## config.mk

```make
export PLATFORM = sky130hd
export DESIGN_NAME = fuzzy_fuzzifier
export DESIGN_NICKNAME = d
export VERILOG_FILES = /design/src/rtl/fuzzy_fuzzifier.sv
export SDC_FILE = /design/constraint.sdc
export NUM_CORES = 1
export LEC_CHECK = 0
export ABC_AREA = 1
export CAP_MARGIN = 20
export CORE_AREA = 2 2 97 99
export CTS_CLUSTER_SIZE = 24
export DETAILED_ROUTE_END_ITERATION = 12
export DIE_AREA = 0 0 99 101
export GPL_TIMING_DRIVEN = 0
export PLACE_DENSITY_LB_ADDON = 0.1
export SYNTH_ARGS = -nofsm -noshare
export SYNTH_HDL_FRONTEND = slang
export SYNTH_SLANG_ARGS = --single-unit
```

## constraint.sdc

```tcl
create_clock -name clk -period 3 [get_ports clk]
set_input_delay 0.3 -clock clk [delete_from_list [all_inputs] [get_ports clk]]
set_output_delay 0.3 -clock clk [all_outputs]
set_load 0.05 [all_outputs]
```

## src/rtl/fuzzy_fuzzifier.sv

```systemverilog
`default_nettype none
// ============================================================================
// Module   : fuzzy_fuzzifier
// Purpose  : Triangular N/Z/P fuzzifier for two crisp 8-bit operands, computed
//            serially through one shared arithmetic unit over six cycles.
// Revision : 1.0  initial release
// ============================================================================
module fuzzy_fuzzifier #(
   parameter int CENTER = 128,
   parameter int SHIFT  = 1
) (
   input  logic       clk,
   input  logic       rst_n,
   input  logic       start,
   input  logic [7:0] x1,
   input  logic [7:0] x2,
   output logic       busy,
   output logic       valid,
   output logic       overrun,
   output logic [7:0] mu1_n,
   output logic [7:0] mu1_z,
   output logic [7:0] mu1_p,
   output logic [7:0] mu2_n,
   output logic [7:0] mu2_z,
   output logic [7:0] mu2_p
);

   localparam logic [8:0] C_CENTER = 9'(CENTER);
   localparam logic [2:0] C_LAST   = 3'd5;

   typedef enum logic [1:0] {
      IDLE = 2'd0,
      CALC = 2'd1,
      DONE = 2'd2
   } state_t;

   state_t          r_state;
   logic            r_start_d;
   logic [2:0]      r_idx;
   logic [7:0]      r_x1;
   logic [7:0]      r_x2;
   logic [5:0][7:0] r_shadow;

   logic            w_edge;
   logic [7:0]      w_op;
   logic [8:0]      w_d;
   logic            w_neg;
   logic [7:0]      w_a;
   logic [15:0]     w_m;
   logic            w_sat;
   logic [7:0]      w_mag;
   logic [7:0]      w_n;
   logic [7:0]      w_z;
   logic [7:0]      w_p;
   logic [7:0]      w_res;

   assign w_edge = start & ~r_start_d;

   // Shared unit: idx 0..2 works on x1, 3..5 on x2.
   always_comb begin
      w_op  = (r_idx < 3'd3) ? r_x1 : r_x2;
      w_d   = {1'b0, w_op} - C_CENTER;
      w_neg = w_d[8];
      w_a   = w_neg ? 8'(-w_d) : w_d[7:0];
      w_m   = 16'(w_a) << SHIFT;
      w_sat = (w_m >= 16'd255);
      w_mag = w_sat ? 8'd255 : w_m[7:0];
      w_n   = w_neg ? w_mag : 8'd0;
      w_p   = (!w_neg && (w_a != 8'd0)) ? w_mag : 8'd0;
      w_z   = w_sat ? 8'd0 : 8'(8'd255 - w_m[7:0]);
      case (r_idx)
         3'd0, 3'd3: w_res = w_n;
         3'd1, 3'd4: w_res = w_z;
         default:    w_res = w_p;
      endcase
   end

   always_ff @(posedge clk) begin
      if (!rst_n) begin
         r_state   <= IDLE;
         r_start_d <= 1'b0;
         r_idx     <= 3'd0;
         r_x1      <= 8'd0;
         r_x2      <= 8'd0;
         r_shadow  <= '0;
         busy      <= 1'b0;
         valid     <= 1'b0;
         overrun   <= 1'b0;
         mu1_n     <= 8'd0;
         mu1_z     <= 8'd0;
         mu1_p     <= 8'd0;
         mu2_n     <= 8'd0;
         mu2_z     <= 8'd0;
         mu2_p     <= 8'd0;
      end else begin
         r_start_d <= start;
         valid     <= 1'b0;
         // busy is registered so it spans the accepting edge through DONE.
         busy      <= (r_state != IDLE) || w_edge;
         case (r_state)
            IDLE: begin
               if (w_edge) begin
                  r_x1    <= x1;
                  r_x2    <= x2;
                  r_idx   <= 3'd0;
                  r_state <= CALC;
               end
            end
            CALC: begin
               if (w_edge) overrun <= 1'b1;
               r_shadow[r_idx] <= w_res;
               r_idx           <= r_idx + 3'd1;
               if (r_idx == C_LAST) r_state <= DONE;
            end
            DONE: begin
               if (w_edge) overrun <= 1'b1;
               mu1_n   <= r_shadow[0];
               mu1_z   <= r_shadow[1];
               mu1_p   <= r_shadow[2];
               mu2_n   <= r_shadow[3];
               mu2_z   <= r_shadow[4];
               mu2_p   <= r_shadow[5];
               valid   <= 1'b1;
               r_state <= IDLE;
            end
            default: r_state <= IDLE;
         endcase
      end
   end

endmodule
`default_nettype wire
```

## After elaboration in Yosys (flattened, before gate mapping)

Cells that the tools add are included.

- $add $sub $neg: 4
- Magnitude comparators: 4
- Equality and inequality tests: 8
- Mux-type cells: 16
- Bitwise logic cells: 2
- Reductions and logical operators: 16

Operator list:

| operator | number |
|---|---|
| $mux W8 | 7 |
| $bwmux W48 | 1 |
| $demux W8 S3 | 1 |
| $pmux W8 S2 | 1 |
| $ge A9 B8 Y1 const B | 1 |
| $sub A8 B8 Y9 const B | 1 |
| $neg A8 Y8 | 1 |
| $reduce_and A2 Y1 | 4 |
| $reduce_bool A8 Y1 | 1 |
| $sub A8 B8 Y8 const A | 1 |
| $eq A3 B3 Y1 const B | 2 |
| $pmux W3 S2 | 1 |
| $reduce_or A2 Y1 | 3 |
| $lt A3 B4 Y1 const B | 1 |
| $mux W2 | 2 |
| $ne A2 B2 Y1 const B | 2 |
| $pmux W2 S2 | 1 |
| $reduce_bool A2 Y1 | 2 |
| $add A3 B1 Y3 const B | 1 |
| $eq A3 B1 Y1 const B | 1 |
| $eq A3 B2 Y1 const B | 1 |
| $ge A3 B1 Y1 const B | 1 |
| $logic_not A3 Y1 | 1 |
| $lt A3 B2 Y1 const B | 1 |
| other kinds (10) | 11 |

- Bits in registers: 121
- Bits of input ports: 19
- Output and inout port bits: 51
- Logic and storage cells: 70

## Depth between registers and ports, before layout

- Depth after elaboration: 10
- Mapped depth: 17
- Gate-level depth less buffers: 17

## Worst setup path after synthesis

OpenSTA, ideal clock, no wires.

- Path type: reg-to-reg
- From: register r_idx[0]
- To: register r_shadow[1] (netlist bit)
- Library setup time: 0.109 ns
- Arrival: 1.885 ns
- Data required time: 2.891 ns
- Setup slack: 1.006 ns
- Cell stages (with the launch flop): 18
- Buffers on the path: 0
- Period minus slack after synthesis: 1.994 ns
- Cell sequence: dfxtp_1 > inv_1 > nand2_4 > nand3_1 > nand2_2 > ha_1 > inv_1 > nand2_1 > nand2_1 > nand2_1 > nor2_1 > nand3_1 > nor2_1 > nand2_1 > nand3_2 > nand3_1 > nand2_1 > inv_1

- Cells in the longest elaborated chain, start to end: 10
- Elaborated cells on any way between the ends: 27
- Those cells by class: add/sub: 3; order compare: 4; eq/ne: 3; mux: 10; reduce/logical: 7

Ends and longest elaborated chain:

| item | line | text |
|---|---|---|
| start, declared | 39 | `logic [2:0] r_idx;` |
| start signal, assigned | 112 | `r_idx <= r_idx + 3'd1;` |
| $lt A3 B2 Y1 | 61 | `w_op = (r_idx < 3'd3) ? r_x1 : r_x2;` |
| $mux W8 | 61 |  |
| $sub A8 B8 Y9 | 62 | `w_d = {1'b0, w_op} - C_CENTER;` |
| $neg A8 Y8 | 64 | `w_a = w_neg ? 8'(-w_d) : w_d[7:0];` |
| $mux W8 | 64 |  |
| $ge A9 B8 Y1 or $reduce_bool A8 Y1 (tied branches) | 66, 69 |  |
| $mux W8 or $logic_and A1 B1 Y1 (tied branches) | 67, 69 |  |
| $mux W8 (on tied branches) | 69, 68 |  |
| $pmux W8 S2 | 71 | `case (r_idx)` |
| $bwmux W48 (*) | 111 | `r_shadow[r_idx] <= w_res;` |
| end signal, assigned by index | 111 |  |
| end, declared | 42 | `logic [5:0][7:0] r_shadow;` |

Mark *: on every way between the ends. The rest lies on a longest branch, timed or not.
A chain may end at the register's enable or synchronous reset.

## Final worst setup path

- From: register r_idx[0]
- To: register r_shadow[13] (netlist bit)

The elaborated chain is that of the path after synthesis.

==> impl_metrics.yaml <==
sta:
  setup_tns_ns: 0
  fmax_mhz: 399
  maxSlewHeadroom: 0.559
  worst_slack_ns: 0.496
  rsz0062_at_grt: "no"
  drv_slew: 0
  period_minus_slack_ns: 2.50
  worst_pin_slew_ns: 0.657
  skew_ns: 0.0107
  setup_viol: 0
  fin_crit_sh: 0.835
  hold_viol: 0
floorplan:
  io_pins: 70
  coreArea_sq_mm: 0.00898
  fp.dieH_um: 101
  die_area_sq_mm: 0.0100
  die_w_um: 99
  placementRows: 35
  start_util: 0.573
pwr:
  switching_share: 0.355
  clkPwrFrac: 0.378
  p_leak_nw: 2.90
  p_switching_mw: 1.79
  power.density_mw_per_mm2: 773
  max-vdd-ir-drop_mv: 0.454
  seq_power_share: 0.362
  power.internal_mw: 3.25
  comb_power_share: 0.260
routing:
  vias: 4824
  dr.pass1.iters: 5
  postRouteAntennaNets: 0
  first_iter_violations: 299
  drc: 0
  drt-wirelength-per-cell_um: 14.8
  routed_via_density: 5.34
  wl_um: 13300
final_layout:
  diodes: 0
  nNetsFinal: 806
  drive_above_1_share: 0.0922
  final_util: 0.726
  area.growth.synth_to_final_pct: 26.7
  fillers: 714
  instances_no_fill: 903
logic_synthesis:
  netlist_area_sq_mm: 0.00515
  synth-edff-count: 0
  synth-seq-area-share: 0.471
  syn-num-nets: 719
  synth_flop_cell: "dfxtp_1"
  ys_warn_count: 0
  synthArstFlopShare: 0
  synth-seq-cells: 121
  ys_top_cells_by_count: "inv_1 (126), dfxtp_1 (121), a21oi_1 (100)"
  synth_area_leaders: "dfxtp_1 (47%), a21oi_1 (9.7%), inv_1 (9.2%)"
  post-synth-top-area-cell: "dfxtp_1"
  yosysMostFrequentCell: "inv_1"
  syn-instance-count: 692
  syn-mean-instance-area_sq_um: 7.44
  synth.distinct_cells: 30
  yosysTopAreaCellShare: 0.471
clock_network:
  holdBufCountCts: 0
  cts_resized: 0
  post_cts_buffers: 0
  cts.sinks: 121
  h-tree-depth: 4
  clk_latency_ns: 0.51
  cts_made_buffers: 17
  cts.reportedPaths.clkPinSlew_ns: 0.06
  cts_tree: "yes"
  cts-root-buf: "clkbuf_8"
  clk_path_buf_depth: 2
flow_run:
  maxCapViolCount: 0
grt:
  grt_overflow: 0
  grt_start_max_net_pins: 17
  grt_pass1_wl_um: 22000
  antenna_found_initial: 0
  grt_pass1_vias: 4684
  track_usage: 0.277
outcome:
  outcome: "completed"
worst_setup_path:
  required_ns: 3.40
  end_kind: "register"
  cp_slowest_cell: "dfxtp_1"
  path_cells: "inv_1 -> nand2_4 -> nand3_1 -> nand2_2 -> ha_1 -> nand3_1 -> nand2_1 -> nand2_1 -> nand2_1 -> nand3b_1 -> nand3_1 -> nand2_1 -> o21ai_0 -> inv_1"
  path_buf_inv: 2
  cpPeakStageDelay_ns: 0.50
  crit_top_cell: "nand2_1"
  crit_family: "simple AND/OR/NAND/NOR gates"
  cp_max_fo: 8
  start_kind: "register"
  arrival_ns: 2.91
  critPathKind: "reg -> reg"
place:
  gp_congestion: 0.844
  place_inst: 871
  port_buffers: 68
  place_hpwl_um: 9150
  post-place-ws_ns: 0.519
worst_hold_path:
  min_path_type: "in -> reg"
state kept, by name, summed over array words and instances, names as in the netlist:
name and count:
r_shadow 48, mu1_n 8, mu1_p 8, mu1_z 8
mu2_n 8, mu2_p 8, mu2_z 8, r_x1 8
r_x2 8, r_idx 3, r_state 2, busy 1
overrun 1, r_start_d 1, valid 1
stage by stage:
| stage | cell area [sq um] | hold slack (ns) | power (mW) |
|---|---|---|---|
| after CTS | 6520 | 0.262 | 5.04 |
| after global placement | 5970 | 0.431 | 3.12 |
| final | 6520 | 0.273 | 5.04 |
| after floorplan | 5150 | 0.393 | 2.73 |
| after global routing | 6520 | 0.320 | 5.24 |
| after detailed placement | 5970 | 0.444 | 3.15 |
final timing paths:
kind,slack [ns],cells past startpoint,startpoint,end
worst max-delay path,0.50,14,r_idx[0]$_SDFFE_PN0P_,r_shadow[13]$_SDFFE_PN0P_
worst max register to register,0.50,14,r_idx[0]$_SDFFE_PN0P_,r_shadow[13]$_SDFFE_PN0P_
worst min-delay path,0.27,3,rst_n,r_shadow[32]$_SDFFE_PN0P_
worst min register to register,0.45,2,overrun$_SDFFE_PN0P_,overrun$_SDFFE_PN0P_
worst register-to-register path, cell delays in order (launching register included):
cell	delay, ns
dfxtp_1	0.50
inv_1	0.19
nand2_4	0.16
nand3_1	0.12
nand2_2	0.15
ha_1	0.19
nand3_1	0.12
nand2_1	0.12
nand2_1	0.06
nand2_1	0.13
nand3b_1	0.09
nand3_1	0.08
nand2_1	0.21
o21ai_0	0.24
inv_1	0.06
power by group through the flow:
stage | Sequential [mW] | Combinational [mW] | Clock [mW]
after floorplan | 2.18 | 0.549 | 0
after global placement | 1.85 | 1.27 | 0
after detailed placement | 1.86 | 1.29 | 0
after CTS | 1.82 | 1.31 | 1.91
after global routing | 1.84 | 1.42 | 1.98
final | 1.82 | 1.31 | 1.91
cells in the final DEF, fill, tap and decap left out, types with 16 or more instances in the layout:
cell	netlist	routed
o21ai_0	91	91
clkdlybuf4s50_1	0	68
clkbuf_1	30	30
inv_1	126	126
nand2_1	68	68
nor2_1	45	45
dfxtp_1	121	121
clkbuf_16	0	16
a21oi_1	100	100
nand3_1	45	45
routing by layer:
| metal | up-vias | share of wire | track usage |
|---|---|---|---|
| met1 | 2251 | 0.43 | 0.343 |
| met4 | 0 | 0.022 | 0.115 |
| met3 | 27 | 0.054 | 0.0555 |
| met5 | - | 0 | 0 |
| li1 | 2397 | - | - |
| met2 | 149 | 0.49 | 0.473 |
cell type report:
class	count	area, sq um	area share
Clock buffer	17	414	0.0635
Timing Repair Buffer	68	681	0.104
Tap cell	111	139	0.0213
Clock inverter	15	141	0.0217
Inverter	130	493	0.0756
Multi-Input combinational cell	409	2100	0.322
Sequential cell	121	2420	0.371
Buffer	32	129	0.0198
cell families after synthesis:
| family | after synthesis | share of synthesized area |
|---|---|---|
| adder cells (fa/ha/maj) | 8 | 0.0195 |
| AO/OA/AOI/OAI | 213 | 0.219 |
| buffers and inverters | 162 | 0.121 |
| flip-flops | 121 | 0.471 |
| AND/OR/NAND/NOR | 188 | 0.170 |
Note: power is estimated with default switching activity, not from simulation.
